### src/rtl/sprite_pkg.sv
// Shared types and screen constants for the animated sprite renderer.
// Imported by the top level and the frame sequencer.
package sprite_pkg;

    typedef enum logic [1:0] {
        ANIM_HOLD     = 2'd0,
        ANIM_LOOP     = 2'd1,
        ANIM_ONCE     = 2'd2,
        ANIM_PINGPONG = 2'd3
    } anim_mode_e;

    typedef enum logic {
        DIR_FWD = 1'b0,
        DIR_REV = 1'b1
    } anim_dir_e;

    localparam int H_ACTIVE = 640;
    localparam int V_ACTIVE = 480;
    localparam int COLOR_W  = 4;

endpackage

### src/rtl/sprite_anim_seq.sv
// Animation frame sequencer: counts video frames and steps the sprite frame
// index in hold / loop / once / ping-pong order, only on frame_start.
module sprite_anim_seq
    import sprite_pkg::*;
#(
    parameter int FRAMES      = 4,
    parameter int FRAME_TICKS = 8,
    parameter int FIDX_W      = (FRAMES > 1) ? $clog2(FRAMES) : 1
) (
    input  logic              clk,
    input  logic              rst_n,
    input  logic              frame_start,
    input  logic              anim_restart,
    input  anim_mode_e        anim_mode,
    output logic [FIDX_W-1:0] frame_idx,
    output logic              anim_done
);

    localparam int TICK_W = (FRAME_TICKS > 1) ? $clog2(FRAME_TICKS) : 1;
    localparam logic [TICK_W-1:0] LAST_TICK = TICK_W'(FRAME_TICKS - 1);
    localparam logic [FIDX_W-1:0] LAST_IDX  = FIDX_W'(FRAMES - 1);

    logic [TICK_W-1:0] tick_q, tick_d;
    logic [FIDX_W-1:0] idx_q, idx_d;
    anim_dir_e         dir_q, dir_d;
    logic              done_q, done_d;

    always_comb begin
        tick_d = tick_q;
        idx_d  = idx_q;
        dir_d  = dir_q;
        if (anim_restart) begin
            tick_d = '0;
            idx_d  = '0;
            dir_d  = DIR_FWD;
        end else if (frame_start) begin
            if (tick_q == LAST_TICK) begin
                tick_d = '0;
                if (FRAMES > 1) begin
                    case (anim_mode)
                        ANIM_LOOP: idx_d = (idx_q == LAST_IDX) ? '0 : idx_q + 1'b1;
                        ANIM_ONCE: if (idx_q != LAST_IDX) idx_d = idx_q + 1'b1;
                        ANIM_PINGPONG: begin
                            // Endpoints turn the direction so they are shown once per sweep.
                            if (dir_q == DIR_FWD) begin
                                if (idx_q == LAST_IDX) begin
                                    dir_d = DIR_REV;
                                    idx_d = idx_q - 1'b1;
                                end else begin
                                    idx_d = idx_q + 1'b1;
                                end
                            end else begin
                                if (idx_q == '0) begin
                                    dir_d = DIR_FWD;
                                    idx_d = idx_q + 1'b1;
                                end else begin
                                    idx_d = idx_q - 1'b1;
                                end
                            end
                        end
                        default: idx_d = idx_q;
                    endcase
                end
            end else begin
                tick_d = tick_q + 1'b1;
            end
        end
        done_d = (anim_mode == ANIM_ONCE) && (idx_d == LAST_IDX) && !anim_restart;
    end

    always_ff @(posedge clk or negedge rst_n) begin
        if (!rst_n) begin
            tick_q <= '0;
            idx_q  <= '0;
            dir_q  <= DIR_FWD;
            done_q <= 1'b0;
        end else begin
            tick_q <= tick_d;
            idx_q  <= idx_d;
            dir_q  <= dir_d;
            done_q <= done_d;
        end
    end

    assign frame_idx = idx_q;
    assign anim_done = done_q;

endmodule

### src/rtl/sprite_animator.sv
// Animated sprite renderer: shadowed placement, scaled/flipped ROM addressing
// and transparent compositing over the background, two pixel clocks deep.
module sprite_animator
    import sprite_pkg::*;
#(
    parameter int SPRITE_W    = 20,
    parameter int SPRITE_H    = 10,
    parameter int FRAMES      = 4,
    parameter int SCALE_SHIFT = 1,
    parameter int FRAME_TICKS = 8,
    parameter logic [COLOR_W-1:0] TRANSPARENT_IDX = '0,
    parameter int ADDR_W      = $clog2(FRAMES * SPRITE_W * SPRITE_H)
) (
    input  logic               vga_clk,
    input  logic               reset_n,
    input  logic [9:0]         DrawX,
    input  logic [9:0]         DrawY,
    input  logic               blank,
    input  logic               frame_start,
    input  logic [9:0]         pos_x,
    input  logic [9:0]         pos_y,
    input  logic               flip_h,
    input  logic [1:0]         anim_mode,
    input  logic               anim_restart,
    input  logic [COLOR_W-1:0] bg_r,
    input  logic [COLOR_W-1:0] bg_g,
    input  logic [COLOR_W-1:0] bg_b,
    output logic [ADDR_W-1:0]  rom_addr,
    input  logic [COLOR_W-1:0] rom_q,
    output logic [COLOR_W-1:0] pal_index,
    input  logic [COLOR_W-1:0] pal_r,
    input  logic [COLOR_W-1:0] pal_g,
    input  logic [COLOR_W-1:0] pal_b,
    output logic [COLOR_W-1:0] red,
    output logic [COLOR_W-1:0] green,
    output logic [COLOR_W-1:0] blue,
    output logic               sprite_hit,
    output logic               anim_done
);

    localparam int BOX_W      = SPRITE_W << SCALE_SHIFT;
    localparam int BOX_H      = SPRITE_H << SCALE_SHIFT;
    localparam int FRAME_SIZE = SPRITE_W * SPRITE_H;
    localparam int FIDX_W     = (FRAMES > 1) ? $clog2(FRAMES) : 1;

    logic [FIDX_W-1:0] frame_idx;

    sprite_anim_seq #(
        .FRAMES     (FRAMES),
        .FRAME_TICKS(FRAME_TICKS),
        .FIDX_W     (FIDX_W)
    ) u_seq (
        .clk         (vga_clk),
        .rst_n       (reset_n),
        .frame_start (frame_start),
        .anim_restart(anim_restart),
        .anim_mode   (anim_mode_e'(anim_mode)),
        .frame_idx   (frame_idx),
        .anim_done   (anim_done)
    );

    logic [9:0]         pos_x_q, pos_x_d;
    logic [9:0]         pos_y_q, pos_y_d;
    logic               flip_q, flip_d;
    logic [ADDR_W-1:0]  rom_addr_q, rom_addr_d;
    logic               in_box_q, in_box_d;
    logic               blank_q, blank_d;
    logic [COLOR_W-1:0] bg_r_q, bg_g_q, bg_b_q;
    logic [COLOR_W-1:0] red_q, red_d, green_q, green_d, blue_q, blue_d;
    logic               hit_q, hit_d;

    logic [10:0] x11, y11, px11, py11, dx, dy, lx, ly, lx_sel;
    logic        drawn;

    always_comb begin
        pos_x_d = frame_start ? pos_x  : pos_x_q;
        pos_y_d = frame_start ? pos_y  : pos_y_q;
        flip_d  = frame_start ? flip_h : flip_q;

        // 11-bit compare so a box hanging past the right/bottom edge never wraps.
        x11  = {1'b0, DrawX};
        y11  = {1'b0, DrawY};
        px11 = {1'b0, pos_x_q};
        py11 = {1'b0, pos_y_q};
        in_box_d = (x11 >= px11) && (x11 < px11 + 11'(BOX_W)) && (x11 < 11'(H_ACTIVE))
                && (y11 >= py11) && (y11 < py11 + 11'(BOX_H)) && (y11 < 11'(V_ACTIVE));

        dx     = x11 - px11;
        dy     = y11 - py11;
        lx     = dx >> SCALE_SHIFT;
        ly     = dy >> SCALE_SHIFT;
        lx_sel = flip_q ? (11'(SPRITE_W - 1) - lx) : lx;

        rom_addr_d = rom_addr_q;
        if (in_box_d) begin
            rom_addr_d = ADDR_W'(frame_idx) * ADDR_W'(FRAME_SIZE)
                       + ADDR_W'(ly) * ADDR_W'(SPRITE_W)
                       + ADDR_W'(lx_sel);
        end
        blank_d = blank;

        drawn   = blank_q && in_box_q && (rom_q != TRANSPARENT_IDX);
        hit_d   = drawn;
        red_d   = '0;
        green_d = '0;
        blue_d  = '0;
        if (drawn) begin
            red_d   = pal_r;
            green_d = pal_g;
            blue_d  = pal_b;
        end else if (blank_q) begin
            red_d   = bg_r_q;
            green_d = bg_g_q;
            blue_d  = bg_b_q;
        end
    end

    always_ff @(posedge vga_clk or negedge reset_n) begin
        if (!reset_n) begin
            pos_x_q    <= '0;
            pos_y_q    <= '0;
            flip_q     <= 1'b0;
            rom_addr_q <= '0;
            in_box_q   <= 1'b0;
            blank_q    <= 1'b0;
            bg_r_q     <= '0;
            bg_g_q     <= '0;
            bg_b_q     <= '0;
            red_q      <= '0;
            green_q    <= '0;
            blue_q     <= '0;
            hit_q      <= 1'b0;
        end else begin
            pos_x_q    <= pos_x_d;
            pos_y_q    <= pos_y_d;
            flip_q     <= flip_d;
            rom_addr_q <= rom_addr_d;
            in_box_q   <= in_box_d;
            blank_q    <= blank_d;
            bg_r_q     <= bg_r;
            bg_g_q     <= bg_g;
            bg_b_q     <= bg_b;
            red_q      <= red_d;
            green_q    <= green_d;
            blue_q     <= blue_d;
            hit_q      <= hit_d;
        end
    end

    assign rom_addr   = rom_addr_q;
    assign pal_index  = rom_q;
    assign red        = red_q;
    assign green      = green_q;
    assign blue       = blue_q;
    assign sprite_hit = hit_q;

endmodule

### config.mk
export PLATFORM = sky130hd
export DESIGN_NAME = sprite_animator
export DESIGN_NICKNAME = d
export VERILOG_FILES = /design/src/rtl/sprite_pkg.sv /design/src/rtl/sprite_anim_seq.sv /design/src/rtl/sprite_animator.sv
export SDC_FILE = /design/constraint.sdc
export NUM_CORES = 1
export LEC_CHECK = 0
export BUFFER_PORTS_ARGS = -buffer_cell sky130_fd_sc_hd__clkbuf_2
export CORE_MARGIN = 5
export CORE_UTILIZATION = 49
export DETAILED_ROUTE_END_ITERATION = 8
export GPL_ROUTABILITY_DRIVEN = 0
export PLACE_DENSITY = 0.71
export SYNTH_ARGS = -nofsm -noshare
export SYNTH_HDL_FRONTEND = slang
export SYNTH_SLANG_ARGS = --single-unit
### constraint.sdc
create_clock -name vga_clk -period 6.6 [get_ports vga_clk]
set_input_delay 0 -clock vga_clk [delete_from_list [all_inputs] [get_ports vga_clk]]
set_output_delay 0 -clock vga_clk [all_outputs]
set_load 0.005 [all_outputs]
* Word level (Yosys, flattened, before mapping)
Index checks and enable logic that the tools add are counted. Widths: inputs -> output; s select.
Storage, ports and cells: register bits after elaboration 65, bits in latches 0, bits in writable memories 0, memory bits (read-only) 0, input port bits 76, logic and storage cells 84, memories 0
Cells by class: add/sub/neg operators 10, multipliers 2, div/mod/pow operators 0, $lt $le $gt $ge 6, equal/unequal tests 7, shifts and indexed selects 0, multiplexer cells 26, bitwise logic cells 0, reductions and logical operators 16
Operators with widths (number):
- $mux 4 | 6
- $lt 10x11->1 | 2
- $sub 10x10->11 | 2
- $add 10x10->10 | 2
- $ge 10x10->1 | 2
- $mux 2 | 8
- $add 10x5->11 const B | 1
- $add 10x6->11 const B | 1
- $lt 10x10->1 const B | 1
- $lt 10x9->1 const B | 1
- $mul 10x3->8 const B | 1
- $mux 10 | 1
- $sub 5x10->10 const A | 1
- $logic_and 1x1->1 | 9
- $mux 3 | 3
- $eq 2x2->1 const B | 4
- $mul 2x5->7 const B | 1
- $mux 1 | 7
- $pmux 2 s3 | 1
- $reduce_bool 2->1 | 3
- $reduce_bool 4->1 | 1
- $add 3x1->3 const B | 1
- $eq 3x3->1 const B | 1
- $reduce_and 3->1 | 1
- other kinds (6) | 6

* Longest topological paths before layout
word-level depth 10, mapped depth 22, gate-level depth less buffers 22

* By module
A second synthesis with hierarchy kept.
Second synthesis, totals: cells, all modules 492, area, all modules 4839.6 sq um
Modules (own cells, without submodules):
- sprite_animator | times used 1, cells an instance 445, area each 4345.4 sq um
- sprite_anim_seq | times used 1, cells an instance 47, area each 494.2 sq um

* Least setup slack after synthesis
Ideal clock, no wire load.
path kind reg2reg, start point register pos_y_q[1], end point register rom_addr_q[9] (netlist: rom_addr[9]), setup time 125 ps, arrival time 4383 ps, data required time 6475 ps, setup slack 2092 ps, cell stages (with the launch flop) 22, buffers on the path 0, clock period less this slack 4508 ps, cell sequence dfrtp_1 > inv_1 > ha_1 > nor2b_1 > o21ai_0 > nand2b_1 > a2111oi_0 > nor2_1 > a21oi_1 > xnor2_1 > ha_1 > ha_1 > xor2_1 > fa_1 > xnor2_1 > xnor2_1 > xnor2_1 > xnor2_1 > xnor2_1 > xnor3_1 > xnor2_1 > mux2_2
On the way: cells in the longest elaborated chain, start to end 4, elaborated cells between the ends (all ways) 10
Ends and longest elaborated chain:
- start, declared | line sprite_animator.sv:63 | logic [9:0] pos_y_q, pos_y_d;
- start signal, assigned | line sprite_animator.sv:135 | pos_y_q <= pos_y_d;
- $sub 10x10->11 (tied with other cells) | line sprite_animator.sv:89 | dy = y11 - py11;
- $mul 10x3->8 (tied with other cells) | line sprite_animator.sv:97 | + ADDR_W'(ly) * ADDR_W'(SPRITE_W)
- $add 10x10->10 or $logic_and 1x1->1 (tied branches) | line sprite_animator.sv:97, sprite_animator.sv:86
- $add 10x10->10 or $logic_and 1x1->1 (tied branches) | line sprite_animator.sv:98, sprite_animator.sv:86
- end signal, assigned | line sprite_animator.sv:137 | rom_addr_q <= rom_addr_d;
- end, declared | line sprite_animator.sv:65 | logic [ADDR_W-1:0] rom_addr_q, rom_addr_d;
Several ways; a longest one is shown, not always the timed one. A chain may end at the register's enable or synchronous reset.

* Worst setup path in the final report
Ends and elaborated chain as after synthesis.

==> impl_results.md <==
- Status: complete, no violations
- Die Area: 11700 um^2
- Max-cap violations: 0
- HP Class: in2reg
- Syn Nets: 643
- Final ANT Viol Nets: 0
- Clock Pin Slew Worst Setup and Hold Paths: 0.09 ns
- Final hold viol count: 0
- CTS sink count: 65
- Clock root buffer master: clkbuf_8
- CP Max Fanout: 3
- Smallest hold slack: around 0.038 ns
- Clk Latency, worst-skew pair: 0.35 ns
- Warnings from Yosys: 0
- Worst slew pin tran: 1.17 ns
- Peak VDD IR: about 230 uV
- Fin crit share: 75.5%
- Slew Viols, Final: 0
- Gr ovfl total: 0
- Vert. Die Dim: about 110 um
- Max layer used: met4
- Synth Register Bits: 65
- Type of the worst setup path: reg2reg
- Routed vias: 3995
- Clock Path Buffers: 2
- Die Wd: 108 um
- Avg WL per Cell: 14.9 um
- Drt first pass iters: 5
- Pwr Density: 310 nW/um^2
- Fmax: 201 MHz
- TNS Setup: 0 ns
- Count of flip-flops with a built-in enable after synthesis: 0
- FFs w/ async S/R, synth: 100%
- Final setup viols: 0
- Critical path data arrival time: 5.23 ns
- Drt initial violations: 187
- Global-route wire length before repair: 19200 um
- Initial core utilization: 50.6%
- Number of global-route vias before repair: 4145
- Worst setup EP type: flip-flop
- Final min period: 4.98 ns
- Nets: about 790
- Yosys cell types: 53
- Site row count: 35
- Largest net degree at the start of global routing: 66
- Core area: 9330 um^2
- Post-CTS Setup Inserts: 0
- Met2 WL: roughly 5800 um
- Cell taking the most area after synthesis: dfrtp_1
- Yosys top cell area share: 34.5%
- DP HPWL: about 8400 um
- DRC: 0
- DR WL met3: between 400 and 500 um
- Worst EP required: 6.84 ns
- RSZ-0062 raised after global routing: false
- Commonest register cell after synthesis: dfrtp_1
- Top-count cell post-synth: dfrtp_1
- Post-Route WL: roughly 12000 um
- I/O pin total: 104
- Clk_skew: 0.00889 ns
- Global-route usage over all layers: 20.6%
- Vias per inst: 5.12
- M1 wire length: 5140 um
- Initial antenna violation count: 0
- H-tree lvl count: 3
- Relative slew margins: 21.1%
- CP startpoint kind: flip-flop
- Sequential area share after synthesis: 34.5%
- Leakage power: 3.04 nW
- Syn Area/Cell: 9.53 um^2
- Synth-to-layout area growth: 28.2%
- Post-CTS sizing: 0
- Synth Cell Area: 4720 um^2
- Post-synth top cells: 65 x dfrtp_1, 63 x ha_1, 52 x nand2_1
- Port bufs: 103
- CTS tree: built
- Area contributors post-synth: dfrtp_1 34%, ha_1 17%, xnor2_1 6.3%
- Share of post-route cells with drive strength above 1: 20.6%
- Cells after Synth: between 400 and 500
- TritonCTS Buffers: 9
## report_power, final
group	total, mW	switching [mW]	internal, mW	leakage (nW)
combinational	1.02	0.521	0.500	2.13
clock	0.373	0.191	0.182	0.104
sequential	0.480	0.0316	0.448	0.809
total	1.87	0.743	1.13	3.04
## cell type report
cell class / instances / area [um^2]
clock buffer: 9 / 124
timing repair buffer: 154 / 1020
clock inverter: 7 / 86.3
multi-input combinational: 369 / 2850
sequential: 65 / 1630
tap: 129 / 161
inverter: 47 / 176
antenna: 1 / 2.50
fill: 755 / 3280
## placed cells by master, fill, tap and decap left out, drive strengths merged, types with 25 or more instances in the layout
cell type,instances
nand2,52
nor2,25
xnor2,34
ha,63
a21oi,32
clkbuf,111
dlygate4sd3,49
dfrtp,65
inv,50
o21ai,37
## stage by stage
stage,total power [mW],setup slack [ns],area (um^2),utilization [%],cells
floorplan,1.22,2.09,4720,-,495
global placement,1.42,1.97,5350,57.3,715
detailed placement,1.47,1.69,5350,57.3,715
CTS,1.88,1.65,6050,64.8,780
global route,2.02,1.32,6050,64.8,780
finish,1.87,1.62,6050,64.9,781
## sequential cells by signal, indices dropped and copies added, names as in the netlist, 4 cells and up
register / count
bg_b_q: 4
green: 4
pos_x_q: 10
rom_addr: 10
bg_r_q: 4
blue: 4
pos_y_q: 10
red: 4
bg_g_q: 4
## worst max-delay path: stages, from the launching register on
cell,delay [ns]
dfrtp_1,0.38
inv_1,0.12
ha_1,0.26
nor2b_1,0.16
o21ai_0,0.15
nand2b_1,0.13
a2111oi_0,0.63
nor2_1,0.10
a21oi_1,0.19
xnor2_1,0.14
ha_1,0.25
ha_1,0.32
xor2_1,0.17
fa_1,0.39
xnor2_1,0.20
xnor2_1,0.16
xnor2_1,0.17
xnor2_1,0.17
xnor2_1,0.16
xnor3_1,0.25
xnor2_1,0.13
mux2_2,0.26
## worst paths after layout
| check | startpoint | end | slack (ns) | depth (start not counted) |
|---|---|---|---|---|
| worst max register to register | pos_y_q[1] | rom_addr[9] | 1.62 | 21 |
| worst min register to register | rom_addr[3] | rom_addr[3] | 0.50 | 1 |
| max in group asynchronous | reset_n | in_box_q | 5.69 | 3 |
| worst min-delay path | anim_mode[0] | u_seq.frame_idx[0] | 0.04 | 4 |
| worst max-delay path | pos_y_q[1] | rom_addr[9] | 1.62 | 21 |
| min in group asynchronous | reset_n | pos_x_q[7] | 0.35 | 3 |
## metal layers
metal | up-vias | GRT usage, %
li1 | 2005 | -
met1 | 1869 | 25.9
met2 | 97 | 35.0
met3 | 24 | 3.76
met4 | 0 | 8.12
met5 | - | 0
## cell families after synthesis
kind of cell | share of synthesized area (%)
AOI/OAI and AO/OA | 16.2
and+or+nand+nor | 11.2
adders and majority gates | 20.5
DFF | 34.5
buffers and inverters | 5.25
xor gates and xnor gates | 8.64
muxes | 3.71
## repair_timing
item,4_1_cts,5_1_grt
hold buffers,49,0
endpoints found under the setup margin,0,0
endpoints found under the hold margin,118,0
(Power assumes the default switching activity.)
